File: config.mk
export PLATFORM = sky130hd
export DESIGN_NAME = dm_bus_bridge
export DESIGN_NICKNAME = d
export VERILOG_FILES = /design/src/rtl/dm_bus_bridge.sv
export SDC_FILE = /design/constraint.sdc
export NUM_CORES = 1
export LEC_CHECK = 0
export CORE_UTILIZATION = 30
export DETAILED_ROUTE_END_ITERATION = 7
export PLACE_DENSITY = 0.52
export SYNTH_ARGS = -nofsm -noshare
export SYNTH_HDL_FRONTEND = slang
export SYNTH_SLANG_ARGS = --single-unit
File: constraint.sdc
create_clock -name clk -period 6.48 [get_ports clk]
set_input_delay 1.296 -clock clk [delete_from_list [all_inputs] [get_ports clk]]
set_output_delay 1.296 -clock clk [all_outputs]
set_load 0.03 [all_outputs]
File: src/rtl/dm_bus_bridge.sv
// MEM-stage data bus bridge: posts stores through a one-entry write buffer and
// stalls loads until the full word returns over a single-outstanding valid/ready bus.
module dm_bus_bridge #(
  parameter int ADDR_W = 32
) (
  input  logic              clk,
  input  logic              reset,
  input  logic [ADDR_W-1:0] cpu_addr,
  input  logic [3:0]        cpu_byteen,
  input  logic [31:0]       cpu_wdata,
  input  logic              cpu_rd,
  output logic [31:0]       cpu_rdata,
  output logic              stall,
  output logic              bus_valid,
  output logic              bus_we,
  output logic [ADDR_W-1:0] bus_addr,
  output logic [3:0]        bus_byteen,
  output logic [31:0]       bus_wdata,
  input  logic              bus_ready,
  input  logic [31:0]       bus_rdata,
  input  logic              bus_rvalid
);

  typedef enum logic [1:0] {IDLE, RD_REQ, RD_WAIT, RESP} state_t;

  state_t            state_q, state_d;
  logic              wb_full_q, wb_full_d;
  logic [ADDR_W-1:0] wb_addr_q, wb_addr_d;
  logic [3:0]        wb_be_q, wb_be_d;
  logic [31:0]       wb_data_q, wb_data_d;
  logic [31:0]       rdata_q, rdata_d;
  logic              bus_valid_q, bus_valid_d;
  logic              bus_we_q, bus_we_d;
  logic [ADDR_W-1:0] bus_addr_q, bus_addr_d;
  logic [3:0]        bus_be_q, bus_be_d;
  logic [31:0]       bus_wdata_q, bus_wdata_d;

  logic              is_store;
  logic              handshake;
  logic [ADDR_W-1:0] word_addr;

  // A load with nonzero byte enables is treated purely as a load.
  assign is_store  = (cpu_byteen != 4'b0000) && !cpu_rd;
  assign handshake = bus_valid_q && bus_ready;
  assign word_addr = cpu_addr & ~ADDR_W'(3);

  assign stall = !reset && ((is_store && wb_full_q) || (cpu_rd && state_q != RESP));

  always_comb begin
    state_d     = state_q;
    wb_full_d   = wb_full_q;
    wb_addr_d   = wb_addr_q;
    wb_be_d     = wb_be_q;
    wb_data_d   = wb_data_q;
    rdata_d     = rdata_q;
    bus_valid_d = bus_valid_q;
    bus_we_d    = bus_we_q;
    bus_addr_d  = bus_addr_q;
    bus_be_d    = bus_be_q;
    bus_wdata_d = bus_wdata_q;

    if (wb_full_q && handshake && bus_we_q) begin
      wb_full_d = 1'b0;
    end
    if (is_store && !wb_full_q) begin
      wb_full_d = 1'b1;
      wb_addr_d = word_addr;
      wb_be_d   = cpu_byteen;
      wb_data_d = cpu_wdata;
    end

    case (state_q)
      IDLE:    if (cpu_rd && !wb_full_q) state_d = RD_REQ;
      RD_REQ:  if (handshake) state_d = RD_WAIT;
      RD_WAIT: begin
        if (bus_rvalid) begin
          rdata_d = bus_rdata;
          state_d = RESP;
        end
      end
      RESP:    state_d = IDLE;
      default: state_d = IDLE;
    endcase

    // Bus registers are loaded from next-state so requests appear one cycle after the decision.
    if (bus_valid_q && !bus_ready) begin
      bus_valid_d = 1'b1;
    end else if (state_d == RD_REQ) begin
      bus_valid_d = 1'b1;
      bus_we_d    = 1'b0;
      bus_addr_d  = word_addr;
      bus_be_d    = 4'b1111;
    end else if (wb_full_d && state_d == IDLE) begin
      bus_valid_d = 1'b1;
      bus_we_d    = 1'b1;
      bus_addr_d  = wb_addr_d;
      bus_be_d    = wb_be_d;
      bus_wdata_d = wb_data_d;
    end else begin
      bus_valid_d = 1'b0;
      bus_we_d    = 1'b0;
    end
  end

  always_ff @(posedge clk or posedge reset) begin
    if (reset) begin
      state_q     <= IDLE;
      wb_full_q   <= 1'b0;
      wb_addr_q   <= '0;
      wb_be_q     <= '0;
      wb_data_q   <= '0;
      rdata_q     <= '0;
      bus_valid_q <= 1'b0;
      bus_we_q    <= 1'b0;
      bus_addr_q  <= '0;
      bus_be_q    <= '0;
      bus_wdata_q <= '0;
    end else begin
      state_q     <= state_d;
      wb_full_q   <= wb_full_d;
      wb_addr_q   <= wb_addr_d;
      wb_be_q     <= wb_be_d;
      wb_data_q   <= wb_data_d;
      rdata_q     <= rdata_d;
      bus_valid_q <= bus_valid_d;
      bus_we_q    <= bus_we_d;
      bus_addr_q  <= bus_addr_d;
      bus_be_q    <= bus_be_d;
      bus_wdata_q <= bus_wdata_d;
    end
  end

  assign cpu_rdata  = rdata_q;
  assign bus_valid  = bus_valid_q;
  assign bus_we     = bus_we_q;
  assign bus_addr   = bus_addr_q;
  assign bus_byteen = bus_be_q;
  assign bus_wdata  = bus_wdata_q;

endmodule
==> results.toml <==
[setup_path]
worstPathRequired_ns = 5.18
critPathArrivalTime_ns = 3.31
endpoint_kind = "output pin"
rr_worst_depth = 6
worstPathMaxFanout = 4
worstSetupPathType = "input port to output pin"
cp-endpoint = "stall"
r2r-end = "bus_wdata[28]"
critPathLaunchType = "input port"
rrSetupSlack_ns = 3.41
timing.rr.start = "wb_full_q"
cp-startpoint = "cpu_byteen[3]"

[layout]
final_core_util_pct = 43.1
syn2layout_area_growth_pct = 41.2
layout_commonest_cell = "clkdlybuf4s50_1"
fin_cells = 1093
layout_common_cells = "clkdlybuf4s50_1, dfrtp_1, nand2_1"
filler_cell_count = 2213
fin_nets = 866
layout-drive-gt1-share_pct = 19.4
n_antenna_cell = 0

[route]
wire_per_inst_um = 16.8
viasPerCell = 4.68
dr.pass1.iters = 4
vias = 5113
drc_errors = 0
wl_um = 18400
drt_iter0_drc = 273
detail-route-antenna-nets = 0

[synthesis]
synthFlopType = "dfrtp_1"
yosys.area.top_type_share_pct = 60.6
synthArstFlopShare_pct = 100
yosys.area.top_type = "dfrtp_1"
seq_area_frac_synth_pct = 60.6
yosysWarnings = 0
ys_types = 38
synth.avg_cell_area_um2 = 12.6
syn_nets = 673
synthCells = 568
yosys-top-cells-area = "dfrtp_1, mux2_2, mux2_4"
ys_ff_latch = 173
synth_edf_count = 0
synthesis.area_um2 = 7140

[timing]
tightestPinTransition_ns = 0.844
fin_skew_ns = 0.0122
final-setup-viol-count = 0
finalCritPeriodShare_pct = 71.0
hold_viol_final = 0
relSlewSlack_pct = 43.8
clock.fmax_mhz = 217
layout_min_cycle_time_ns = 4.60
fin_ws_ns = 1.88
grt_setup_unrepaired = "false"
report.final.slew_viol_count = 0
setup_tns_ns = 0
holdWs_ns = 0.480

[global_route]
grt_util_met2_pct = 26.1
grt_max_degree = 94
grt_pass1_vias = 5349
antenna_found_initial = 1
grt_usage_pct = 15.7
gr-max-usage-layer = "met2"
grt-ovfl-total = 0
grt_use_met3_pct = 4.96
use_met1_pct = 19.4
grt_pass1_wl_um = 29300

[power_and_ir_drop]
irDropWorstVdd_mv = 0.213
seqPwrFrac_pct = 32.8
p_int_mw = 3.45
p_comb_share_pct = 49.4
leakagePower_nw = 4.34
p_sw_mw = 2.33
clockPowerShare_pct = 17.8
swShare_pct = 40.3
powerDensity_nw_per_um2 = 573

[cts]
clock-sinks = 173
cts_tree = "built"
clockBufferDepth = 2
post-cts-setup-buffers = 0
clock_latency_ns = 0.43
cts-root-buf = "clkbuf_16"
cts_resized = 0
cts-htree-levels = 4
clkTransAtPathRegs_ns = 0.07
holdBufCountCts = 0
numCtsBuffers = 17

[floorplan]
core_area_um2 = 23400
die_h_um = 156
num_rows = 56
die_w_um = 156
initial_core_util_pct = 30.5
dieArea_um2 = 24400
io_pins = 208

[place]
place_inst = 1061
pre_cts_ws_ns = 1.81
routabilityCongestion = 0.754
place_hpwl_um = 11700
port_buffers = 205

[flow_run]
cap_violations = 0

[min_path]
hp-class = "flip-flop to flip-flop"

[status]
outcome = "complete, no violations"
sequential cells by signal, indices dropped and copies added, names as in the netlist:
signal,count
wb_full_q,1
state_q,2
wb_addr_q,32
wb_data_q,32
wb_be_q,4
bus_we,1
bus_byteen,4
bus_addr,32
bus_wdata,32
bus_valid,1
cpu_rdata,32
critical path: stages:
cell	delay (ns)
clkdlybuf4s50_1	0.44
nor4_2	0.61
inv_1	0.10
a21oi_1	0.17
a311oi_1	0.06
clkdlybuf4s50_1	0.63
stage by stage:
stage	area, um2	power, mW
final	10100	5.78
after global routing	10100	6.14
after CTS	10100	5.86
after detailed placement	9490	4.79
after global placement	9490	4.71
after floorplan	7140	3.73
power by group through the flow:
stage	clock, mW	sequential [mW]	combinational, mW
floorplan	0	2.50	1.23
global placement	0	1.88	2.83
detailed placement	0	1.91	2.89
CTS	1.07	1.90	2.89
global route	1.12	1.96	3.07
finish	1.03	1.89	2.85
layer usage:
layer  part of all wire [%]  routed length (um)
met1                     43                7970
met2                     49                8920
met3                    6.8                1250
met4                    1.3                 235
met5                  0.071                  13
synthesized netlist by cell type, drive strengths merged, types with 3 or more instances:
library cell,instances
buf,22
clkbuf,21
a2bb2oi,4
dfrtp,173
inv,7
a31oi,30
a21oi,4
o21ai,30
nand2,92
mux2i,4
mux2,96
a21o,3
a211oi,31
nand3,31
cell families after synthesis:
logic type | share of synthesized area, %
AO/OA/AOI/OAI | 10.0
AND/OR/NAND/NOR | 8.60
flip-flops | 60.6
buffers and inverters | 3.54
multiplexers | 17.2
layout make-up:
cell class                 count  area, um2  area share (%)
timing repair buffer         217       2140            21.3
sequential                   173       4330            43.0
tap                          319        399            3.96
multi-input combinational    345       2580            25.6
inverter                       7       31.3           0.310
clock buffer                  17        425            4.22
clock inverter                15        168            1.66
how the worst min path moves through the flow:
stage	start	slack, ns	endpoint	depth (start not counted)
2_1_floorplan	wb_addr_q[10]	0.45	wb_addr_q[10]	2
3_3_place_gp	wb_addr_q[25]	0.46	wb_addr_q[25]	2
3_5_place_dp	wb_addr_q[29]	0.46	wb_addr_q[29]	2
4_1_cts	wb_addr_q[29]	0.48	wb_addr_q[29]	2
5_1_grt	wb_data_q[21]	0.50	wb_data_q[21]	1
6_report	wb_addr_q[14]	0.48	wb_addr_q[14]	2
(Power assumes the default switching activity.)
